--- config.mk ---
export PLATFORM = sky130hd
export DESIGN_NAME = aximm_window_ctrl
export DESIGN_NICKNAME = d
export VERILOG_FILES = /design/src/rtl/aximm_window_ctrl.sv
export SDC_FILE = /design/constraint.sdc
export NUM_CORES = 1
export LEC_CHECK = 0
export ABC_CLOCK_PERIOD_IN_PS = 12050
export BUFFER_PORTS_ARGS = -buffer_cell sky130_fd_sc_hd__buf_2
export CORE_ASPECT_RATIO = 2
export CORE_MARGIN = 1
export CORE_UTILIZATION = 60
export DETAILED_ROUTE_END_ITERATION = 16
export PLACE_DENSITY = 0.95
export SYNTH_ARGS = -nofsm -noshare
export SYNTH_HDL_FRONTEND = slang
export SYNTH_SLANG_ARGS = --single-unit
--- constraint.sdc ---
create_clock -name clk -period 12.05 [get_ports clk]
set_input_delay 1.8075 -clock clk [delete_from_list [all_inputs] [get_ports clk]]
set_output_delay 1.8075 -clock clk [all_outputs]
set_load 0.01 [all_outputs]
--- src/rtl/aximm_window_ctrl.sv ---
`timescale 1ns/1ps
// aximm_window_ctrl: AXI4-Lite programmed controller for the BAR1 sliding window.
// Software stages a new window base, then commits it. The controller raises
// window_hold so no new window-bound requests are issued, waits for all
// outstanding window-bound bursts to drain, then swaps window_addr in one cycle.
// Optional build macro: WINDOW_TIMEOUT_EN aborts a drain that exceeds 65535
// cycles and records a sticky timeout flag in STATUS[1].
module aximm_window_ctrl #(
    parameter int AW      = 64,
    parameter int ALIGN   = 12,
    parameter int MAX_OUT = 32
) (
    input  logic          clk,
    input  logic          reset,
    input  logic [3:0]    S_AXI_AWADDR,
    input  logic          S_AXI_AWVALID,
    output logic          S_AXI_AWREADY,
    input  logic [31:0]   S_AXI_WDATA,
    input  logic [3:0]    S_AXI_WSTRB,
    input  logic          S_AXI_WVALID,
    output logic          S_AXI_WREADY,
    output logic [1:0]    S_AXI_BRESP,
    output logic          S_AXI_BVALID,
    input  logic          S_AXI_BREADY,
    input  logic [3:0]    S_AXI_ARADDR,
    input  logic          S_AXI_ARVALID,
    output logic          S_AXI_ARREADY,
    output logic [31:0]   S_AXI_RDATA,
    output logic [1:0]    S_AXI_RRESP,
    output logic          S_AXI_RVALID,
    input  logic          S_AXI_RREADY,
    output logic [AW-1:0] window_addr,
    output logic          window_hold,
    input  logic          mon_aw,
    input  logic          mon_b,
    input  logic          mon_ar,
    input  logic          mon_rlast
);

    localparam int CW = $clog2(MAX_OUT + 1);
    localparam logic [CW-1:0] CNT_MAX = CW'(MAX_OUT);

    localparam logic [1:0] ST_IDLE  = 2'd0;
    localparam logic [1:0] ST_DRAIN = 2'd1;
    localparam logic [1:0] ST_SWAP  = 2'd2;

    localparam logic [1:0] REG_STAGE_LO = 2'd0;
    localparam logic [1:0] REG_STAGE_HI = 2'd1;
    localparam logic [1:0] REG_CTRL     = 2'd2;
    localparam logic [1:0] REG_STATUS   = 2'd3;

    localparam logic [1:0] RESP_OKAY   = 2'b00;
    localparam logic [1:0] RESP_SLVERR = 2'b10;

    // Bits of the 64-bit staging register that actually exist: above the
    // window granularity and below the window address width.
    function automatic logic [63:0] mask_range(input int lo, input int hi);
        logic [63:0] m;
        m = '0;
        for (int i = 0; i < 64; i++) begin
            if (i >= lo && i < hi) m[i] = 1'b1;
        end
        return m;
    endfunction

    localparam logic [63:0] STAGE_MASK = mask_range(ALIGN, AW);

    // Saturating up/down count; a simultaneous increment and decrement cancel.
    function automatic logic [CW-1:0] count_next(input logic [CW-1:0] cnt,
                                                 input logic inc, input logic dec);
        logic [CW-1:0] r;
        r = cnt;
        if (inc && !dec && cnt != CNT_MAX) r = cnt + CW'(1);
        else if (dec && !inc && cnt != '0) r = cnt - CW'(1);
        return r;
    endfunction

    // Write channel state
    logic          aw_held_q, aw_held_d;
    logic          w_held_q, w_held_d;
    logic [1:0]    awaddr_q, awaddr_d;
    logic [31:0]   wdata_q, wdata_d;
    logic [3:0]    wstrb_q, wstrb_d;
    logic          awready_q, awready_d;
    logic          wready_q, wready_d;
    logic          bvalid_q, bvalid_d;
    logic [1:0]    bresp_q, bresp_d;
    // Read channel state
    logic          arready_q, arready_d;
    logic          rvalid_q, rvalid_d;
    logic [31:0]   rdata_q, rdata_d;
    // Window control state
    logic [63:0]   staged_q, staged_d;
    logic [AW-1:0] window_q, window_d;
    logic          hold_q, hold_d;
    logic [1:0]    state_q, state_d;
    logic [CW-1:0] wr_out_q, wr_out_d;
    logic [CW-1:0] rd_out_q, rd_out_d;

    logic          aw_hs, w_hs, ar_hs, wr_go, busy, commit, timeout_err;
    logic [31:0]   status;
    logic          unused_addr_bits;

`ifdef WINDOW_TIMEOUT_EN
    logic [15:0]   drain_cnt_q, drain_cnt_d;
    logic          timeout_err_q, timeout_err_d;
    logic          clr_err;
    assign timeout_err = timeout_err_q;
`else
    assign timeout_err = 1'b0;
`endif

    assign aw_hs = S_AXI_AWVALID && awready_q;
    assign w_hs  = S_AXI_WVALID && wready_q;
    assign ar_hs = S_AXI_ARVALID && arready_q;
    assign wr_go = aw_held_q && w_held_q;
    assign busy  = (state_q != ST_IDLE);

    // Byte-lane offsets are meaningless on a 32-bit register file.
    assign unused_addr_bits = ^{S_AXI_AWADDR[1:0], S_AXI_ARADDR[1:0]};

    // STATUS register image
    always_comb begin
        status        = '0;
        status[0]     = busy;
        status[1]     = timeout_err;
        status[15:8]  = 8'(wr_out_q);
        status[23:16] = 8'(rd_out_q);
    end

    // Write channel: collect AW and W independently, then perform one register update
    always_comb begin
        // NOTE: every signal assigned here gets a default first, so no path can infer a latch.
        aw_held_d = aw_held_q;
        w_held_d  = w_held_q;
        awaddr_d  = awaddr_q;
        wdata_d   = wdata_q;
        wstrb_d   = wstrb_q;
        bvalid_d  = bvalid_q;
        bresp_d   = bresp_q;
        staged_d  = staged_q;
        commit    = 1'b0;
`ifdef WINDOW_TIMEOUT_EN
        clr_err   = 1'b0;
`endif
        if (aw_hs) begin
            aw_held_d = 1'b1;
            awaddr_d  = S_AXI_AWADDR[3:2];
        end
        if (w_hs) begin
            w_held_d = 1'b1;
            wdata_d  = S_AXI_WDATA;
            wstrb_d  = S_AXI_WSTRB;
        end
        if (wr_go) begin
            aw_held_d = 1'b0;
            w_held_d  = 1'b0;
            bvalid_d  = 1'b1;
            bresp_d   = RESP_OKAY;
            case (awaddr_q)
                REG_STAGE_LO, REG_STAGE_HI: begin
                    // The staged base must not move under an in-progress swap.
                    if (busy) begin
                        bresp_d = RESP_SLVERR;
                    end else begin
                        for (int b = 0; b < 4; b++) begin
                            if (wstrb_q[b]) begin
                                if (awaddr_q == REG_STAGE_LO) staged_d[8*b +: 8] = wdata_q[8*b +: 8];
                                else                          staged_d[32 + 8*b +: 8] = wdata_q[8*b +: 8];
                            end
                        end
                        staged_d = staged_d & STAGE_MASK;
                    end
                end
                REG_CTRL: begin
                    if (busy) begin
                        bresp_d = RESP_SLVERR;
                    end else begin
                        commit = wdata_q[0];
`ifdef WINDOW_TIMEOUT_EN
                        clr_err = wdata_q[1];
`endif
                    end
                end
                default: ;
            endcase
        end else if (bvalid_q && S_AXI_BREADY) begin
            bvalid_d = 1'b0;
        end
        // Only one write in flight: stop accepting while a half is held or B is pending.
        awready_d = !aw_held_d && !bvalid_d;
        wready_d  = !w_held_d && !bvalid_d;
    end

    // Read channel: registered response one cycle after the AR handshake
    always_comb begin
        rvalid_d = rvalid_q;
        rdata_d  = rdata_q;
        if (ar_hs) begin
            rvalid_d = 1'b1;
            case (S_AXI_ARADDR[3:2])
                REG_STAGE_LO: rdata_d = staged_q[31:0];
                REG_STAGE_HI: rdata_d = staged_q[63:32];
                REG_STATUS:   rdata_d = status;
                default:      rdata_d = '0;
            endcase
        end else if (rvalid_q && S_AXI_RREADY) begin
            rvalid_d = 1'b0;
        end
        arready_d = !rvalid_d;
    end

    // Outstanding-burst counters and the commit / drain / swap sequencer
    always_comb begin
        wr_out_d = count_next(wr_out_q, mon_aw, mon_b);
        rd_out_d = count_next(rd_out_q, mon_ar, mon_rlast);
        state_d  = state_q;
        window_d = window_q;
`ifdef WINDOW_TIMEOUT_EN
        drain_cnt_d   = '0;
        timeout_err_d = timeout_err_q;
        if (clr_err) timeout_err_d = 1'b0;
`endif
        case (state_q)
            ST_IDLE: begin
                if (commit) state_d = ST_DRAIN;
            end
            ST_DRAIN: begin
                // Use the post-update counts so a final pulse this cycle is seen immediately.
                if (wr_out_d == '0 && rd_out_d == '0) begin
                    state_d = ST_SWAP;
`ifdef WINDOW_TIMEOUT_EN
                end else if (drain_cnt_q == 16'hFFFF) begin
                    state_d       = ST_IDLE;
                    timeout_err_d = 1'b1;
                end else begin
                    drain_cnt_d = drain_cnt_q + 16'd1;
`endif
                end
            end
            ST_SWAP: begin
                window_d = staged_q[AW-1:0];
                state_d  = ST_IDLE;
            end
            default: state_d = ST_IDLE;
        endcase
        // Hold lags the state by one cycle so it covers the cycle the new base goes live.
        hold_d = (state_q != ST_IDLE);
    end

    // State registers
    always_ff @(posedge clk or posedge reset) begin
        if (reset) begin
            aw_held_q <= 1'b0;
            w_held_q  <= 1'b0;
            awaddr_q  <= '0;
            wdata_q   <= '0;
            wstrb_q   <= '0;
            awready_q <= 1'b0;
            wready_q  <= 1'b0;
            bvalid_q  <= 1'b0;
            bresp_q   <= RESP_OKAY;
            arready_q <= 1'b0;
            rvalid_q  <= 1'b0;
            rdata_q   <= '0;
            staged_q  <= '0;
            window_q  <= '0;
            hold_q    <= 1'b0;
            state_q   <= ST_IDLE;
            wr_out_q  <= '0;
            rd_out_q  <= '0;
`ifdef WINDOW_TIMEOUT_EN
            drain_cnt_q   <= '0;
            timeout_err_q <= 1'b0;
`endif
        end else begin
            // NOTE: non-blocking assignments so every flop samples values from before the edge.
            aw_held_q <= aw_held_d;
            w_held_q  <= w_held_d;
            awaddr_q  <= awaddr_d;
            wdata_q   <= wdata_d;
            wstrb_q   <= wstrb_d;
            awready_q <= awready_d;
            wready_q  <= wready_d;
            bvalid_q  <= bvalid_d;
            bresp_q   <= bresp_d;
            arready_q <= arready_d;
            rvalid_q  <= rvalid_d;
            rdata_q   <= rdata_d;
            staged_q  <= staged_d;
            window_q  <= window_d;
            hold_q    <= hold_d;
            state_q   <= state_d;
            wr_out_q  <= wr_out_d;
            rd_out_q  <= rd_out_d;
`ifdef WINDOW_TIMEOUT_EN
            drain_cnt_q   <= drain_cnt_d;
            timeout_err_q <= timeout_err_d;
`endif
        end
    end

    assign S_AXI_AWREADY = awready_q;
    assign S_AXI_WREADY  = wready_q;
    assign S_AXI_BVALID  = bvalid_q;
    assign S_AXI_BRESP   = bresp_q;
    assign S_AXI_ARREADY = arready_q;
    assign S_AXI_RVALID  = rvalid_q;
    assign S_AXI_RDATA   = rdata_q;
    assign S_AXI_RRESP   = RESP_OKAY;
    assign window_addr   = window_q;
    assign window_hold   = hold_q;

endmodule

==> summary.md <==
| Metric | Value |
|---|---|
| Syn-to-layout area delta | 16.1% |
| Hold buffers post-CTS | 0 |
| Hold wc startpoint | S_AXI_RDATA[9]$_DFFE_PP0P_ |
| Reg-to-Reg Start | rd_out_q[0]$_DFF_PP0_ |
| Yosys warning total | 0 |
| CTS H-tree lvls | 4 |
| Worst vdd ir | 166 uV |
| Final TNS setup | 0 ns |
| DR WL/cell | 19.1 um |
| Worst hold path class | reg2reg |
| EDFF count, synth | 0 |
| Filler cells | between 900 and 1000 |
| Final WL | around 19 mm |
| Total GRT Usage | a little over a quarter |
| Hold path depth | 2 |
| Required time of the worst setup path | ~12 ns |
| Ports | 161 |
| Port Buffers | ~140 |
| Async SR Flop Fraction | between 90% and 100% |
| # setup viols final | 0 |
| Sequential share of the synthesized area | roughly 58% |
| Drt drc | 0 |
| Longest Clk Path Bufs | 2 |
| Power, Total | approximately 2 mW |
| Post-Layout Cell Count | between 900 and 1000 |
| DP Wirelength | between 10 and 15 mm |
| Arr. time, crit path | 3.81 ns |
| Core Rows | 61 |
| Distinct cells, synth | 60 |
| Chip Width | 86.1 um |
| Placed cells | between 900 and 1000 |
| Worst Tran Pin Value | 1.09 ns |
| Die height | roughly 170 um |
| Clk slew on worst S/H paths | roughly 0.080 ns |
| Startpoint types | input port |
| Mapped Cells | 635 |
| First-pass GRT wire length | about 30 mm |
| Multi-input logic area | 3310 um^2 |
| Power Density | ~210 nW/um^2 |
| TritonRoute pass-1 iters | 4 |
| Ys flop type | dfrtp_1 |
| Post-placement cell area | 9260 um^2 |
| Core box area | about 14000 um^2 |
| Outcome | finished, final reports clean |
| Post-CTS Resized | 0 |
| Die area | 14700 um^2 |
| Worst R2R Path Depth | 8 |
| Fmax | 0.289 GHz |
| Largest net degree at the start of global routing | around 110 |
| R2R Setup Slk | 9.25 ns |
| Hold Path Sink | S_AXI_RDATA[9]$_DFFE_PP0P_ |
| Ratio of cells with drive above 1 in the final layout | 43.4% |
| Final hold violations | 0 |
| Slew headroom | around 27% |
| Initial antenna violation count | 2 |
| Final Cycle Share | roughly 29% |
| RSZ-0062 raised after global routing | no |
| Seq cells post-synth | 197 |
| Design Area, Final | just under 10000 um^2 |
| Max cap viols | 0 |
| Vias in the first global route | slightly below 6000 |
| Post-CTS Setup Bufs | 0 |
| CTS tree | done |
| Pleak | 5.05 nW |
| CP Class | in2reg |
| Slew Limit Fails | 0 |
| GRT overflow | 0 |
| Starting Density | 61.1% |
| Avg Cell Area, Syn | about 13 um^2 |
| RePlAce Congestion | 0.878 |
| Reg2reg end | state_q[1]$_DFFE_PP0P_ |
| Antenna Nets Post-Route | 0 |
| Clock sink count | around 200 |
| Crit end category | register |
| Cell Area, Synth | ~8500 um^2 |
| Worst Skew | about 0.011 ns |
| Via-to-Cell Ratio | 5.73 |
| Crit-path max FO | 9 |
| Total Nets Final | 826 |
| Fin crit period | 3.46 ns |
| Initial DRC count | between 200 and 250 |
| Total CTS buffers | 17 |
| Latest clock arrival within the worst-skew pair | approximately 0.43 ns |
| CTS root buf | clkbuf_16 |
| Storage cell area | 4930 um^2 |
| Via count | 5550 |
## layout make-up
class | instances | area share (%)
clock buffers | 17 | 4.32
repair buffers | 144 | 7.39
inverters | 13 | 0.571
diodes | 2 | 0.0508
multi-input cells | 392 | 33.6
clock inverters | 15 | 1.66
well taps | 189 | 2.40
flip-flops and latches | 197 | 50.0
## kinds of logic after synthesis
| logic type | count (synthesis) | share of synthesized area (%) |
|---|---|---|
| buf+inv | 60 | 3.64 |
| compound gates | 82 | 6.68 |
| simple gates | 114 | 7.99 |
| other cells | 1 | 0.0442 |
| flops | 197 | 58.1 |
| xor+xnor | 7 | 0.811 |
| mux | 168 | 21.9 |
| fa+ha+maj | 6 | 0.884 |
## registers in the layout, summed over array words and instances, names as in the netlist
signal / count
S_AXI_ARREADY: 1
S_AXI_AWREADY: 1
S_AXI_BRESP: 1
S_AXI_BVALID: 1
S_AXI_RDATA: 32
S_AXI_RVALID: 1
S_AXI_WREADY: 1
aw_held_q: 1
awaddr_q: 2
rd_out_q: 6
staged_q: 52
state_q: 2
w_held_q: 1
wdata_q: 32
window_addr: 52
window_hold: 1
wr_out_q: 6
wstrb_q: 4
## worst max path at each step
stage / start / to / slack (ns) / cells after the start
2_1_floorplan: reset / S_AXI_ARREADY$_DFF_PP0_ / 4.87 / 1
6_report: mon_rlast / state_q[1]$_DFFE_PP0P_ / 8.59 / 7
3_3_place_gp: mon_rlast / state_q[1]$_DFFE_PP0P_ / 8.22 / 7
5_1_grt: mon_aw / state_q[1]$_DFFE_PP0P_ / 8.40 / 7
3_5_place_dp: mon_rlast / state_q[1]$_DFFE_PP0P_ / 8.17 / 7
4_1_cts: mon_rlast / state_q[1]$_DFFE_PP0P_ / 8.62 / 7
## worst max-delay path: stages
cell	delay, ns
buf_2	0.16
nand2b_1	0.23
or4_1	0.55
nand3_1	0.16
nand4_1	0.12
or4b_4	0.52
nor4b_4	0.25
## synthesized netlist by cell type (4+ instances only)
master / n / area [um^2]
dfrtp_1: 197 / 4930
mux2_2: 142 / 1600
nand2_1: 40 / 150
o21ai_0: 28 / 140
mux2i_1: 26 / 260
clkbuf_1: 24 / 90.1
nor2_1: 19 / 71.3
buf_4: 18 / 135
inv_1: 12 / 45.0
a21oi_1: 10 / 50.1
a22o_1: 7 / 61.3
a211oi_1: 6 / 45.0
ha_1: 6 / 75.1
and2_1: 5 / 31.3
and4_1: 5 / 43.8
nand3_1: 5 / 25.0
a31oi_1: 4 / 25.0
nor2b_1: 4 / 25.0
o211ai_1: 4 / 30.0
## report_power, final
group          total [mW]  internal (mW)  switching, mW
sequential           1.01          0.835          0.174
clock               0.562          0.296          0.266
combinational       0.454          0.234          0.219
## stage by stage
step	hold slack, ns	utilization [%]	setup WS [ns]
after detailed placement	0.465	66.7	8.17
after CTS	0.481	70.9	8.62
after floorplan	0.475	-	4.87
after global placement	0.455	66.7	8.22
final	0.474	70.9	8.59
after global routing	0.500	70.9	8.40
## cells in the final DEF (no fill, tap or decap), drive strengths merged, types with 13 or more instances in the layout
cell type	synthesis	routed
mux2i	26	26
conb	1	15
dfrtp	197	197
buf	23	144
nand2	40	40
mux2	142	142
a21oi	13	13
nor2	19	19
o21ai	29	29
clkbuf	24	17
inv	13	20
## routing by layer
layer / GRT usage (%) / routed length (um) / vias to the layer above
met4: 13.0 / 656 / 0
met2: 48.7 / 10300 / 192
li1: - / - / 2503
met5: 0 / 0 / -
met1: 29.8 / 6660 / 2808
met3: 6.64 / 910 / 47
Power figures use the tool's default switching activity.
